### src/rtl/wb_arb_pkg.sv
// wb_arb_pkg: shared types and helpers for the core-array memory arbiter.
// Kept separate so the round-robin picker can be reused by other arbiters.
package wb_arb_pkg;

  typedef enum logic {
    IDLE,
    BUSY
  } arb_state_t;

  localparam int GNT_W  = 3;
  localparam int WCNT_W = 16;

  // (a + b) mod n without relying on n being a power of two.
  // Callers keep a < n and b < n, so one subtraction is enough.
  function automatic logic [GNT_W-1:0] mod_add(
    input logic [GNT_W-1:0] a,
    input int               b,
    input int               n
  );
    int s;
    s = int'(a) + b;
    if (s >= n) begin
      s = s - n;
    end
    return GNT_W'(s);
  endfunction

endpackage

### src/rtl/wb_mem_arbiter_rr_pick.sv
// rr_pick: combinational round-robin picker.
// Returns the first set request at or above ptr, wrapping at NUM_CORES.
module rr_pick
  import wb_arb_pkg::*;
#(
  parameter int NUM_CORES = 6
) (
  input  logic [NUM_CORES-1:0] req,
  input  logic [GNT_W-1:0]     ptr,
  output logic [GNT_W-1:0]     winner,
  output logic                 any
);

  logic [GNT_W-1:0] idx;

  // Scan from the farthest offset down so the nearest requester is kept.
  always_comb begin
    idx    = '0;
    winner = '0;
    any    = |req;
    for (int i = NUM_CORES - 1; i >= 0; i--) begin
      idx = mod_add(ptr, i, NUM_CORES);
      if (req[idx]) begin
        winner = idx;
      end
    end
  end

endmodule

### src/rtl/wb_mem_arbiter.sv
// wb_mem_arbiter: round-robin Wishbone-classic arbiter, N cores to one memory.
// Grant is held until ack, abort or watchdog; one IDLE cycle between grants.
module wb_mem_arbiter
  import wb_arb_pkg::*;
#(
  parameter int NUM_CORES = 6,
  parameter int TIMEOUT   = 1024
) (
  input  logic                        clk_n,
  input  logic                        reset,
  input  logic [NUM_CORES-1:0][31:2]  m_adr,
  input  logic [NUM_CORES-1:0][31:0]  m_dat,
  input  logic [NUM_CORES-1:0][3:0]   m_sel,
  input  logic [NUM_CORES-1:0]        m_we,
  input  logic [NUM_CORES-1:0]        m_cyc,
  output logic [NUM_CORES-1:0][31:0]  m_rdt,
  output logic [NUM_CORES-1:0]        m_ack,
  output logic [31:2]                 s_adr,
  output logic [31:0]                 s_dat,
  output logic [3:0]                  s_sel,
  output logic                        s_we,
  output logic                        s_cyc,
  input  logic [31:0]                 s_rdt,
  input  logic                        s_ack,
  output logic [2:0]                  gnt_id,
  output logic                        wdog_err
);

  localparam logic [WCNT_W-1:0] WCNT_LAST = WCNT_W'(TIMEOUT - 1);

  arb_state_t        state_q, state_d;
  logic [GNT_W-1:0]  ptr_q, ptr_d;
  logic [GNT_W-1:0]  gnt_q, gnt_d;
  logic [WCNT_W-1:0] wcnt_q, wcnt_d;
  logic              wdog_q, wdog_d;
  logic [GNT_W-1:0]  winner;
  logic              any_req;
  logic              gnt_cyc;
  logic              wdog_hit;

  rr_pick #(
    .NUM_CORES(NUM_CORES)
  ) u_pick (
    .req   (m_cyc),
    .ptr   (ptr_q),
    .winner(winner),
    .any   (any_req)
  );

  assign gnt_cyc  = m_cyc[gnt_q];
  assign wdog_hit = (wcnt_q == WCNT_LAST);

  // Next state: grant from IDLE; in BUSY end on ack, abort or timeout.
  always_comb begin
    state_d = state_q;
    ptr_d   = ptr_q;
    gnt_d   = gnt_q;
    wcnt_d  = wcnt_q;
    wdog_d  = wdog_q;
    unique case (state_q)
      IDLE: begin
        if (any_req) begin
          state_d = BUSY;
          gnt_d   = winner;
          wcnt_d  = '0;
        end
      end
      BUSY: begin
        if (s_ack || !gnt_cyc || wdog_hit) begin
          state_d = IDLE;
          ptr_d   = mod_add(gnt_q, 1, NUM_CORES);
          if (!s_ack && gnt_cyc) begin
            wdog_d = 1'b1;
          end
        end else begin
          wcnt_d = wcnt_q + WCNT_W'(1);
        end
      end
      default: begin
        state_d = IDLE;
      end
    endcase
  end

  // Bus steering: mux the granted master out, route ack/data back.
  always_comb begin
    s_cyc = 1'b0;
    s_adr = '0;
    s_dat = '0;
    s_sel = '0;
    s_we  = 1'b0;
    m_ack = '0;
    m_rdt = '0;
    if (state_q == BUSY) begin
      s_cyc        = 1'b1;
      s_adr        = m_adr[gnt_q];
      s_dat        = m_dat[gnt_q];
      s_sel        = m_sel[gnt_q];
      s_we         = m_we[gnt_q];
      m_ack[gnt_q] = s_ack;
      m_rdt[gnt_q] = s_rdt;
    end
  end

  assign gnt_id   = gnt_q;
  assign wdog_err = wdog_q;

  // State registers; reset drops any grant in flight immediately.
  always_ff @(posedge clk_n or posedge reset) begin
    if (reset) begin
      state_q <= IDLE;
      ptr_q   <= '0;
      gnt_q   <= '0;
      wcnt_q  <= '0;
      wdog_q  <= 1'b0;
    end else begin
      state_q <= state_d;
      ptr_q   <= ptr_d;
      gnt_q   <= gnt_d;
      wcnt_q  <= wcnt_d;
      wdog_q  <= wdog_d;
    end
  end

endmodule

### config.mk
export PLATFORM = sky130hd
export DESIGN_NAME = wb_mem_arbiter
export DESIGN_NICKNAME = d
export VERILOG_FILES = /design/src/rtl/wb_arb_pkg.sv /design/src/rtl/wb_mem_arbiter_rr_pick.sv /design/src/rtl/wb_mem_arbiter.sv
export SDC_FILE = /design/constraint.sdc
export NUM_CORES = 1
export LEC_CHECK = 0
export ABC_AREA = 1
export CAP_MARGIN = 5
export CORE_AREA = 2 2 280 282
export CTS_CLUSTER_DIAMETER = 80
export DETAILED_ROUTE_END_ITERATION = 12
export DIE_AREA = 0 0 282 284
export PLACE_DENSITY_LB_ADDON = 0.25
export RECOVER_POWER = 25
export SYNTH_ARGS = -nofsm -noshare
export SYNTH_HDL_FRONTEND = slang
export SYNTH_SLANG_ARGS = --single-unit
### constraint.sdc
create_clock -name clk_n -period 3 [get_ports clk_n]
set_input_delay 0.6 -clock clk_n [delete_from_list [all_inputs] [get_ports clk_n]]
set_output_delay 0.6 -clock clk_n [all_outputs]
set_load 0.01 [all_outputs]
# Word-level counts from Yosys, hierarchy flattened
# Cells that the tools add are included.
[word_totals] register_bits=24 latch_bits=0 ram_bits=0 rom_bits=0 elab_cells=103 mem_count=0
[op_classes] add_sub_neg=14 n_mul=0 div=0 order_cmp=15 eq_ne=3 shift=0 n_mux=52 bitwise_logic=3 n_reduce_logical=11
[ops] op="$and 192x192->192" count=1
[ops] op="$mux 192" count=1
[ops] op="$bmux 32 s3" count=1
[ops] op="$demux 32 s3" count=1
[ops] op="$mux 32" count=3
[ops] op="$bmux 30 s3" count=1
[ops] op="$mux 30" count=2
[ops] op="$mux 3" count=13
[ops] op="$mux 16" count=2
[ops] op="$pmux 16 s2" count=1
[ops] op="$lt 3x4->1 const B" count=7
[ops] op="$bmux 1 s3" count=8
[ops] op="$ge 4x3->1 const B" count=6
[ops] op="$add 16x1->16 const B" count=1
[ops] op="$eq 16x10->1 const B" count=1
[ops] op="$sub 3x2->3 const B" count=5
[ops] op="$mux 1" count=13
[ops] op="$bmux 4 s3" count=1
[ops] op="$add 3x1->4 const B" count=2
[ops] op="$add 3x2->4 const B" count=2
[ops] op="$add 3x3->4 const B" count=2
[ops] op="$mux 4" count=2
[ops] op="$and 6x6->6" count=1
[ops] op="$mux 6" count=1
[ops] op="13 further kinds" count=20

# Depth between registers and ports, before layout
[logic_depth] word_depth=11 mapped_depth=21 ltp_nobuf=19

# Hierarchy
# Synthesis repeated with hierarchy kept, for this count alone.
[unflattened] cells_unflattened=1225 hier_area_um2=6155.9
[modules_own_cells] module="wb_mem_arbiter" n_inst=1 cells_per_inst=1068 area_each_um2=5345.1 seq_area_each_um2=600.6
[modules_own_cells] module="rr_pick" n_inst=1 cells_per_inst=157 area_each_um2=810.8 seq_area_each_um2=0.0

# Least setup slack after synthesis
# OpenSTA, ideal clock, no wires.
[synth_path] path_type="reg-to-output" startpoint="reg gnt_q[0] (netlist: gnt_id[0])" endpoint="out s_adr[11] (netlist bit)" arrival_time_ns=1.741 required_ns=2.400 slack_ns=0.659 path_stages_with_launch=9 n_path_buf=3 cell_sequence="dfrtp_1 buf_4 inv_2 nand2_1 inv_1 buf_2 buf_1 nand2_1 a41oi_1"
[synth_via] elab_chain_cells=3
[synth_rtl] element="start, declared" line_no="wb_mem_arbiter.sv:33" source="logic [GNT_W-1:0] gnt_q, gnt_d;"
[synth_rtl] element="start signal, assigned" line_no="wb_mem_arbiter.sv:119" source="gnt_q <= gnt_d;"
[synth_rtl] element="$bmux 30 s3" line_no="wb_mem_arbiter.sv:96" source="s_adr = m_adr[gnt_q];"
[synth_rtl] element="$mux 30 (not written as such)" line_no="wb_mem_arbiter.sv:96"
[synth_rtl] element="$mux 30" line_no="wb_mem_arbiter.sv:94" source="if (state_q == BUSY) begin"
[synth_rtl] element="end, declared" line_no="wb_mem_arbiter.sv:18" source="output logic [31:2] s_adr,"
# Every way passes these cells. The select of a mux whose other input is x is not followed.

# Worst setup path after layout
[layout_path] startpoint="reg gnt_q[0] (netlist: gnt_id[0])" endpoint="out s_adr[4] (netlist bit)"
# Same word-level chain as after synthesis.

==> impl_metrics.toml <==
[outcome]
status = "finished, violations left"
violations = "setup timing"

[clocking]
numCtsBuffers = 3
clk_latency_ps = 260
postCtsHoldBufs = 0
cts_root_buf = "clkbuf_16"
cts_tree = "yes"
clkTransAtPathRegs_ps = 70
htreeDepth = 1
cts_sinks = 24
cts_buffer_depth = 2

[pwr]
p_leak_nw = 6.75
peakVddDrop_mv = 0.413
powerDensity_nw_per_um2 = 788

[logic_synthesis]
synth_common_cells = "nand2_1, nor2_1, a22oi_1"
synth-xor-area-share = 0.0234
syn_nets = 1452
syn_area_sq_um = 5600
synth_edf_count = 0
synthCells = 997
yosysSeqAreaShare = 0.107
netlist.area_leader.share = 0.188
synth_compound_area_frac = 0.323
synthMuxAreaShare = 0
netlist_top_cells_area = "nand2_1, nor2_1, a22oi_1"
synth_top_area_cell = "nand2_1"
ys_async_sr_fraction = 1.00
ys_ff_latch = 24
yosys.area_share.adder = 0.0268
synth_simple_gate_area_frac = 0.424
avgSynthCellArea_sq_um = 5.62
synth_top_family_by_area = "simple AND/OR/NAND/NOR gates"
yosysMostFrequentCell = "nand2_1"
ys.flop_type = "dfrtp_1"
yosysUniqueCellTypes = 43
yosysWarnings = 0

[sta]
layout_min_cycle_time_ps = 3030
finClkSkew_ps = 3.37
fin_crit_sh = 1.01
final_max_slew_viol_count = 0
setup_ws_ps = -29.8
worstMarginPinSlew_ps = 1360
fin_hold_ws_ps = 491
relSlewSlack = 0.0928
fmax_ghz = 0.330
final_hold_viol_count = 0
tns_ps = -52.5
setup_violations = 2
rsz0062_at_grt = "yes"

[floorplanning]
num_rows = 102
io_pins = 713
design.die.area_sq_um = 80100
fp.coreArea_sq_um = 77000
die_width_um = 282
die_h_um = 284
initial_core_util = 0.0728

[detailed_routing]
drcViolationCount = 0
wirelength_um = 66200
dr.pass1.iters = 5
ant_nets = 0
wl_per_cell_um = 23.7
drt_iter0_drc = 540
viasPerCell = 3.83
vias = 10700

[global_routing]
track_usage = 0.149
grt_max_degree = 41
grt_pass1_wl_um = 84400
overflow = 0
antenna_found_initial = 18
first_global_vias = 10700

[final_layout]
syn2layout_area_growth_pct = 176
final_util = 0.201
fin_nets = 2199
design_area_sq_um = 15500
drive_above_1_share = 0.133

[setup_path]
critical_path_class = "reg2out"
cp-end-kind = "primary output"
startpoint = "gnt_id[0]"
r2r_start = "gnt_id[1]"
start_kind = "register"
crit_required_ps = 2400
arrival_ps = 2430
crit_fanout = 10

[placed_design]
placed_area_sq_um = 14300
gp_congestion = 0.895
place_ws_ps = -261
hpwl_um = 53700
numPortBuffers = 712

[worst_hold_path]
min_path_type = "reg2reg"
hp-start = "wdog_err"

[flow_run]
cap_violations = 0
## path summary, 6_finish.rpt
path / slack, ps / depth (start not counted) / endpoint
setup / recovery: -30 / 9 / s_adr[4]
hold / removal: 490 / 1 / wdog_err
setup reg to reg: 670 / 13 / wcnt_q[1]
hold reg to reg: 490 / 1 / wdog_err
max in group asynchronous: 860 / 3 / gnt_id[2]
min in group asynchronous: 1230 / 3 / wcnt_q[11]
## final cells by class
cell class	count	area, sq um
fillers	8710	61500
repair buffers	823	8390
multi-input cells	847	4860
well taps	1040	1300
flip-flops and latches	24	604
inverters	45	188
clock buffers	3	75.1
clock inverters	1	30.0
diodes	10	25.0
## per-stage QoR
stage	total power, mW	instances
2_1_floorplan	4.93	997
6_report	12.2	2793
4_1_cts	11.9	2758
3_3_place_gp	11.1	2740
3_5_place_dp	11.0	2740
5_1_grt	13.1	2788
## logic make-up (layout without fill, tap and decap cells)
logic type	count (synthesis)	after routing
compound gates	238	238
simple gates	582	582
flops	24	24
other cells	0	10
xor+xnor	15	15
fa+ha+maj	12	12
buf+inv	126	872
## metal layers
layer	share of wire	vias up	track usage
li1	-	4986	-
met1	0.35	5068	0.149
met2	0.53	576	0.292
met3	0.10	50	0.0534
met4	0.019	14	0.0294
met5	0.0014	-	0
## timing repair
action / CTS / global route
buffers inserted: 11 / 23
resized for setup: 120 / 96
pin swaps: 6 / 10
cloned: 3 / 3
endpoints found under the setup margin: 96 / 68
## layout by cell type, fill, tap and decap left out, types with 6 or more instances in the layout
cell type / synthesis / layout
a21oi_1: 5 / 6
nand2_1: 281 / 277
dfrtp_1: 24 / 21
a41oi_1: 45 / 24
a31oi_1: 22 / 15
a221oi_2: 0 / 9
nand3_1: 40 / 40
o21ai_0: 21 / 21
clkdlybuf4s50_1: 0 / 556
dlygate4sd2_1: 0 / 53
buf_4: 3 / 106
a22o_1: 22 / 22
xor2_1: 13 / 13
diode_2: 0 / 10
nor2_1: 226 / 225
nand2_2: 2 / 6
ha_1: 12 / 12
clkbuf_16: 0 / 6
nand3_2: 11 / 11
buf_6: 4 / 9
a22oi_1: 90 / 90
dlymetal6s2s_1: 0 / 58
a221oi_1: 22 / 10
inv_1: 40 / 37
buf_12: 0 / 20
a41oi_2: 0 / 19
## power breakdown
part,internal (mW),leakage [nW],switching [mW]
clock network,0.266,0.0512,0.127
registers,0.393,0.315,0.0785
logic,4.64,6.38,6.67
total,5.30,6.75,6.88
## flip-flops by register name, indices dropped and copies added, names as in the netlist
register  cells
gnt_id        3
ptr_q         3
state_q       1
wcnt_q       16
wdog_err      1
## critical path: stages, from the launching register on
cell,delay (ps)
dfrtp_2,460
buf_4,160
nand2_2,80
nor2_4,60
buf_4,170
clkbuf_16,190
a22o_1,210
a221oi_1,270
a31oi_2,210
dlygate4sd2_1,350
Power figures use the tool's default switching activity.
